===== src/rtl/updi_frame_tx.sv =====
// updi_frame_tx: buffers pre-formatted 12-bit UPDI frames and shifts them MSB-first onto the
// single-wire line with a fixed bit divider and idle guard time. Optional BREAK: UPDI_TX_BREAK_EN.
module updi_frame_tx #(
  parameter int CLK_DIV    = 16,
  parameter int FIFO_DEPTH = 4,
  parameter int GUARD_BITS = 2
) (
  input  logic                          i_clk,
  input  logic                          i_rstn,
  input  logic [11:0]                   i_data,
  input  logic                          i_valid,
  output logic                          o_ready,
  input  logic                          i_trans_en,
`ifdef UPDI_TX_BREAK_EN
  input  logic                          i_break,
  output logic                          o_break_done,
`endif
  output logic                          o_tx,
  output logic                          o_tx_oe,
  output logic                          o_busy,
  output logic [$clog2(FIFO_DEPTH):0]   o_fifo_level,
  output logic                          o_frame_done
);
  localparam int AW        = $clog2(FIFO_DEPTH);
  localparam int LW        = AW + 1;
  localparam int CW        = $clog2(CLK_DIV);
  localparam int GUARD_CYC = GUARD_BITS * CLK_DIV;
  localparam int GW        = (GUARD_CYC > 1) ? $clog2(GUARD_CYC) : 1;

  localparam logic [CW-1:0] CYC_LAST   = CW'(CLK_DIV - 1);
  localparam logic [CW-1:0] CYC_PRE    = CW'(CLK_DIV - 2);
  localparam logic [GW-1:0] GUARD_LAST = GW'((GUARD_CYC > 0) ? GUARD_CYC - 1 : 0);
  localparam logic [LW-1:0] LVL_FULL   = LW'(FIFO_DEPTH);

`ifdef UPDI_TX_BREAK_EN
  localparam int BRK_CYC = 26 * CLK_DIV;
  localparam int BW      = $clog2(BRK_CYC);
  localparam logic [BW-1:0] BRK_LOW_LAST = BW'(24 * CLK_DIV - 1);
  localparam logic [BW-1:0] BRK_PRE      = BW'(BRK_CYC - 2);
  localparam logic [BW-1:0] BRK_LAST     = BW'(BRK_CYC - 1);
`endif

  typedef enum logic [1:0] {
    ST_IDLE  = 2'd0,
    ST_SHIFT = 2'd1,
    ST_GUARD = 2'd2
`ifdef UPDI_TX_BREAK_EN
    , ST_BREAK = 2'd3
`endif
  } state_t;

  state_t          state;
  logic [11:0]     mem [FIFO_DEPTH];
  logic [AW-1:0]   wr_ptr;
  logic [AW-1:0]   rd_ptr;
  logic [LW-1:0]   count;
  logic [10:0]     shreg;
  logic [CW-1:0]   cyc_cnt;
  logic [3:0]      bit_idx;
  logic [GW-1:0]   guard_cnt;
  logic            push;
  logic            pop;
  logic            frame_end;
  logic            guard_end;
  logic            exit_pt;
  logic            brk_go;
  logic            shift_en;

  assign o_ready      = (count != LVL_FULL);
  assign o_fifo_level = count;
  assign o_busy       = (state != ST_IDLE);
  assign push         = i_valid & o_ready;

  // Every point where the line becomes free: IDLE itself, guard expiry, or frame end without guard.
  assign frame_end = (state == ST_SHIFT) && (bit_idx == 4'd11) && (cyc_cnt == CYC_LAST);
  assign guard_end = (state == ST_GUARD) && (guard_cnt == GUARD_LAST);
  assign exit_pt   = (state == ST_IDLE) || guard_end || (frame_end && (GUARD_BITS == 0));
  assign shift_en  = (state == ST_SHIFT) && (cyc_cnt == CYC_LAST) && (bit_idx != 4'd11);

`ifdef UPDI_TX_BREAK_EN
  logic          brk_pend;
  logic [BW-1:0] brk_cnt;
  assign brk_go = exit_pt & brk_pend;
`else
  assign brk_go = 1'b0;
`endif

  assign pop = exit_pt & ~brk_go & (count != '0) & i_trans_en;

  always_ff @(posedge i_clk) begin
    if (i_rstn && push) mem[wr_ptr] <= i_data;
  end

  always_ff @(posedge i_clk) begin
    if (pop) shreg <= mem[rd_ptr][10:0];
    else if (shift_en) shreg <= {shreg[9:0], 1'b0};
  end

  always_ff @(posedge i_clk) begin
    if (!i_rstn) begin
      state        <= ST_IDLE;
      wr_ptr       <= '0;
      rd_ptr       <= '0;
      count        <= '0;
      cyc_cnt      <= '0;
      bit_idx      <= '0;
      guard_cnt    <= '0;
      o_tx         <= 1'b1;
      o_tx_oe      <= 1'b0;
      o_frame_done <= 1'b0;
`ifdef UPDI_TX_BREAK_EN
      brk_pend     <= 1'b0;
      brk_cnt      <= '0;
      o_break_done <= 1'b0;
`endif
    end else begin
      if (push) wr_ptr <= wr_ptr + AW'(1);
      if (pop) rd_ptr <= rd_ptr + AW'(1);
      if (push && !pop) count <= count + LW'(1);
      else if (pop && !push) count <= count - LW'(1);
      o_frame_done <= (state == ST_SHIFT) && (bit_idx == 4'd11) && (cyc_cnt == CYC_PRE);
`ifdef UPDI_TX_BREAK_EN
      brk_pend     <= i_break | (brk_pend & ~brk_go);
      o_break_done <= (state == ST_BREAK) && (brk_cnt == BRK_PRE);
`endif
      if (exit_pt) begin
        cyc_cnt   <= '0;
        bit_idx   <= '0;
        guard_cnt <= '0;
`ifdef UPDI_TX_BREAK_EN
        brk_cnt   <= '0;
`endif
        if (pop) begin
          state   <= ST_SHIFT;
          o_tx    <= mem[rd_ptr][11];
          o_tx_oe <= 1'b1;
`ifdef UPDI_TX_BREAK_EN
        end else if (brk_go) begin
          state   <= ST_BREAK;
          o_tx    <= 1'b0;
          o_tx_oe <= 1'b1;
`endif
        end else begin
          state   <= ST_IDLE;
          o_tx    <= 1'b1;
          o_tx_oe <= 1'b0;
        end
      end else begin
        unique case (state)
          ST_SHIFT: begin
            if (cyc_cnt == CYC_LAST) begin
              cyc_cnt <= '0;
              if (bit_idx == 4'd11) begin
                state     <= ST_GUARD;
                guard_cnt <= '0;
                o_tx      <= 1'b1;
              end else begin
                bit_idx <= bit_idx + 4'd1;
                o_tx    <= shreg[10];
              end
            end else begin
              cyc_cnt <= cyc_cnt + CW'(1);
            end
          end
          ST_GUARD: guard_cnt <= guard_cnt + GW'(1);
`ifdef UPDI_TX_BREAK_EN
          ST_BREAK: begin
            brk_cnt <= brk_cnt + BW'(1);
            if (brk_cnt == BRK_LOW_LAST) o_tx <= 1'b1;
            if (brk_cnt == BRK_LAST) begin
              state   <= ST_IDLE;
              o_tx    <= 1'b1;
              o_tx_oe <= 1'b0;
            end
          end
`endif
          default: ;
        endcase
      end
    end
  end
endmodule


===== config.mk =====
export PLATFORM = sky130hd
export DESIGN_NAME = updi_frame_tx
export DESIGN_NICKNAME = d
export VERILOG_FILES = /design/src/rtl/updi_frame_tx.sv
export SDC_FILE = /design/constraint.sdc
export NUM_CORES = 1
export LEC_CHECK = 0
export BUFFER_PORTS_ARGS = -buffer_cell sky130_fd_sc_hd__buf_4
export CELL_PAD_IN_SITES_DETAIL_PLACEMENT = 1
export CELL_PAD_IN_SITES_GLOBAL_PLACEMENT = 2
export CORE_ASPECT_RATIO = 0.7
export CORE_MARGIN = 2
export CORE_UTILIZATION = 47
export CTS_CLUSTER_DIAMETER = 150
export DETAILED_ROUTE_END_ITERATION = 8
export PLACE_DENSITY = 0.89
export SETUP_SLACK_MARGIN = 0.05
export SLEW_MARGIN = 30
export SYNTH_ARGS = -nofsm -noshare
export SYNTH_HDL_FRONTEND = slang
export SYNTH_SLANG_ARGS = --single-unit
export TNS_END_PERCENT = 20

===== constraint.sdc =====
create_clock -name i_clk -period 8.09 [get_ports i_clk]
set_input_delay 1.2135 -clock i_clk [delete_from_list [all_inputs] [get_ports i_clk]]
set_output_delay 1.2135 -clock i_clk [all_outputs]
set_load 0.02 [all_outputs]

==> metrics.md <==
| Metric | Value |
|---|---|
| Slew margin rel. | 40.3% |
| CP Launch Type | flop |
| Synth Cell Area | 3610 sq um |
| Synth area leaders | edfxtp_1, dfxtp_1, mux4_2 |
| CTS buffer count | 9 |
| Final #Nets | 287 |
| Crit path DAT | 3.35 ns |
| Die Wd | 109 um |
| Grt total ovfl | 0 |
| Leak | 1.43 nW |
| Diode count | 0 |
| Synth cell types | 45 |
| CTS sink count | 86 |
| Layout Cells excl Fill | 360 |
| Outcome | complete, no violations |
| Min Tclk post-route | 3.07 ns |
| Iteration-0 DRC count of the detailed router | 39 |
| Initial Utilization | 48.9% |
| Clock power share | 22.8% |
| HP Class | reg2reg |
| DR vias/cell | 5.24 |
| Row cnt | 26 |
| Ys flop type | edfxtp_1 |
| Post-DP HPWL | 4.67 mm |
| Synth area leader | edfxtp_1 |
| Core Area | 7380 sq um |
| Fin Hold WS | 0.467 ns |
| Antenna Nets Post-Route | 0 |
| Synthesis-to-finish area growth | 11.1% |
| Pre-Repair DR Iteration Count | 4 |
| Final Hold Viols | 0 |
| Number of I/O port buffers | 23 |
| Syn Nets | 262 |
| Share of layout cells above drive strength 1 | 24.0% |
| Syn. warnings | 0 |
| All-Layer GR Usage | 18.4% |
| CP max FO | 14 |
| Seq pwr share | 52.3% |
| Register area share after synthesis | 64.0% |
| Vias | 1887 |
| Clock Path Buffers | 2 |
| Period utilization | 38.0% |
| Die area | 8410 sq um |
| CTS clk-pin slew, worst paths | 0.09 ns |
| Slew Limit Fails | 0 |
| Placer congestion estimate | 0.754 |
| Top-level I/O count | 24 |
| Worst slew pin tran | 0.894 ns |
| DRC violations left | 0 |
| Max incr delay on CP | 0.37 ns |
| Setup total negative slack | 0 ns |
| Slowest CP cell | fa_1 |
| Final setup vio count | 0 |
| Power Density | 281 nW/um^2 |
| Crit Path Class | reg2reg |
| Ys async rst share | 0% |
| Sw Ratio | 29.6% |
| Sw Pwr | 0.334 mW |
| Total wire length | 6.70 mm |
| Vias in the first global route | 2084 |
| Synthesized area per cell | 15.6 sq um |
| Pin count of the biggest net entering global routing | 20 |
| Post-synth top area share | 49.0% |
| WP data required | 8.36 ns |
| Fmax | 326 MHz |
| Clk_lat worst skew | 0.35 ns |
| RSZ-0062 raised after global routing | no |
| Power consumption | 1.13 mW |
| Max VDD drop | 0.157 mV |
| Worst R2R Setup Slack | 5.02 ns |
| Comb pwr share | 24.9% |
| Inst Count DP | 344 |
| Most used cell, CP | ha_1 |
| Setup bufs post-CTS | 0 |
| First-pass GRT wire length | 11.3 mm |
| Post-cts sizing count | 0 |
| Syn Inst Count | 232 |
| Cell Int Power | 0.793 mW |
| Clock Tree Root | clkbuf_8 |
| Post-CTS Hold Buffers | 0 |
| Clock Skew | 0.0127 ns |
| Max-cap violations | 0 |
| Post-DR wirelength/cell | 18.6 um |
| CP Cell Sequence | ha_1 > and3_1 > ha_1 > a21oi_4 > nor2_4 > inv_1 > ha_1 > inv_1 > fa_1 > xor2_1 > or3_1 > a21boi_0 |
| CTS tree | yes |
| Crit. End Element | flop |
| Number of synthesized flops with an enable pin | 59 |
| Placed inst area | 3850 sq um |
| Depth of the CTS H-tree | 3 |
| Initial antenna violation count | 0 |
| Synth Register Bits | 86 |
| Die H | 77.3 um |
| Design Area, Final | 4010 sq um |
## layer usage
| layer | up-vias | global-route usage (%) | wire, um |
|---|---|---|---|
| met1 | 936 | 25.3 | 3310 |
| met3 | 7 | 5.71 | 211 |
| li1 | 915 | - | - |
| met5 | - | 0 | 0 |
| met2 | 29 | 28.3 | 3110 |
| met4 | 0 | 5.38 | 68 |
## synth_stat cells (all sizes together), types with 6 or more instances
master,count
buf,6
a21oi,10
mux2,10
xor2,7
mux4,12
nand2,10
ha,13
dfxtp,27
edfxtp,59
nor2,8
nand3,9
and2,6
inv,9
## cells by family after synthesis
family	Yosys count	synth area share, %
buffers and inverters	18	2.63
adders and majority gates	14	5.06
AOI/OAI and AO/OA	22	4.71
xor gates and xnor gates	10	2.42
DFF	86	64.0
and+or+nand+nor	58	9.18
muxes	24	12.0
## power by group through the flow
stage                     clock network, mW  logic, mW  registers [mW]
after CTS                             0.266      0.286           0.591
after global routing                  0.283      0.311           0.598
final                                 0.258      0.281           0.589
after detailed placement                  0      0.284           0.600
after global placement                    0      0.273           0.597
after floorplan                           0      0.223           0.583
## final timing paths
check,start,to,depth (start not counted)
max,guard_cnt[0],o_fifo_level[2],12
min,guard_cnt[4],guard_cnt[4],2
min reg2reg,guard_cnt[4],guard_cnt[4],2
max reg2reg,guard_cnt[0],o_fifo_level[2],12
## critical path, delay by kind of cell, from the launching register on
family	cells	cell delay, ns
adder cells (fa/ha/maj)	4	1.02
AND/OR/NAND/NOR	3	0.69
AO/OA/AOI/OAI	2	0.53
flip-flops	1	0.35
buffers and inverters	2	0.20
XOR/XNOR	1	0.18
## area by class of cell
cell class / instances / area [sq um]
flip-flops and latches: 86 / 2310
well taps: 98 / 123
clock inverters: 6 / 38.8
multi-input cells: 128 / 1200
clock buffers: 10 / 128
inverters: 9 / 33.8
fillers: 717 / 3370
repair buffers: 23 / 173
## placed cells by master (no fill, tap or decap), types with 2 or more instances in the layout
cell type | Yosys | routed
clkinv_1 | 0 | 2
nor3_1 | 2 | 2
clkinv_4 | 0 | 3
dfxtp_1 | 27 | 27
inv_1 | 9 | 9
nand4_1 | 4 | 4
nor2_1 | 7 | 7
mux2_4 | 7 | 7
nor2b_1 | 5 | 5
a21boi_0 | 2 | 2
mux4_2 | 11 | 11
nand3_1 | 9 | 9
xor2_1 | 7 | 7
clkbuf_8 | 0 | 9
a21oi_1 | 9 | 9
xnor2_1 | 3 | 3
o21ai_0 | 2 | 2
mux2i_1 | 2 | 2
and3_1 | 5 | 5
buf_4 | 0 | 23
and2_1 | 6 | 6
or3_1 | 2 | 2
ha_1 | 13 | 13
edfxtp_1 | 59 | 59
mux2_2 | 3 | 3
and4_1 | 2 | 2
nand2_1 | 9 | 9
## state kept, by name, summed over array words and instances, names as in the netlist, 2 cells and up, named ones only
| register | cells |
|---|---|
| cyc_cnt | 4 |
| rd_ptr | 2 |
| state | 2 |
| o_fifo_level | 3 |
| shreg | 11 |
| wr_ptr | 2 |
| bit_idx | 4 |
| mem | 48 |
| guard_cnt | 5 |
## per-stage QoR
stage / util (%) / setup WS (ns)
3_3_place_gp: 52.1 / 5.07
2_1_floorplan: - / 5.25
4_1_cts: 54.3 / 5.00
3_5_place_dp: 52.1 / 4.96
5_1_grt: 54.3 / 4.81
6_report: 54.3 / 5.02
Power figures use the tool's default switching activity.
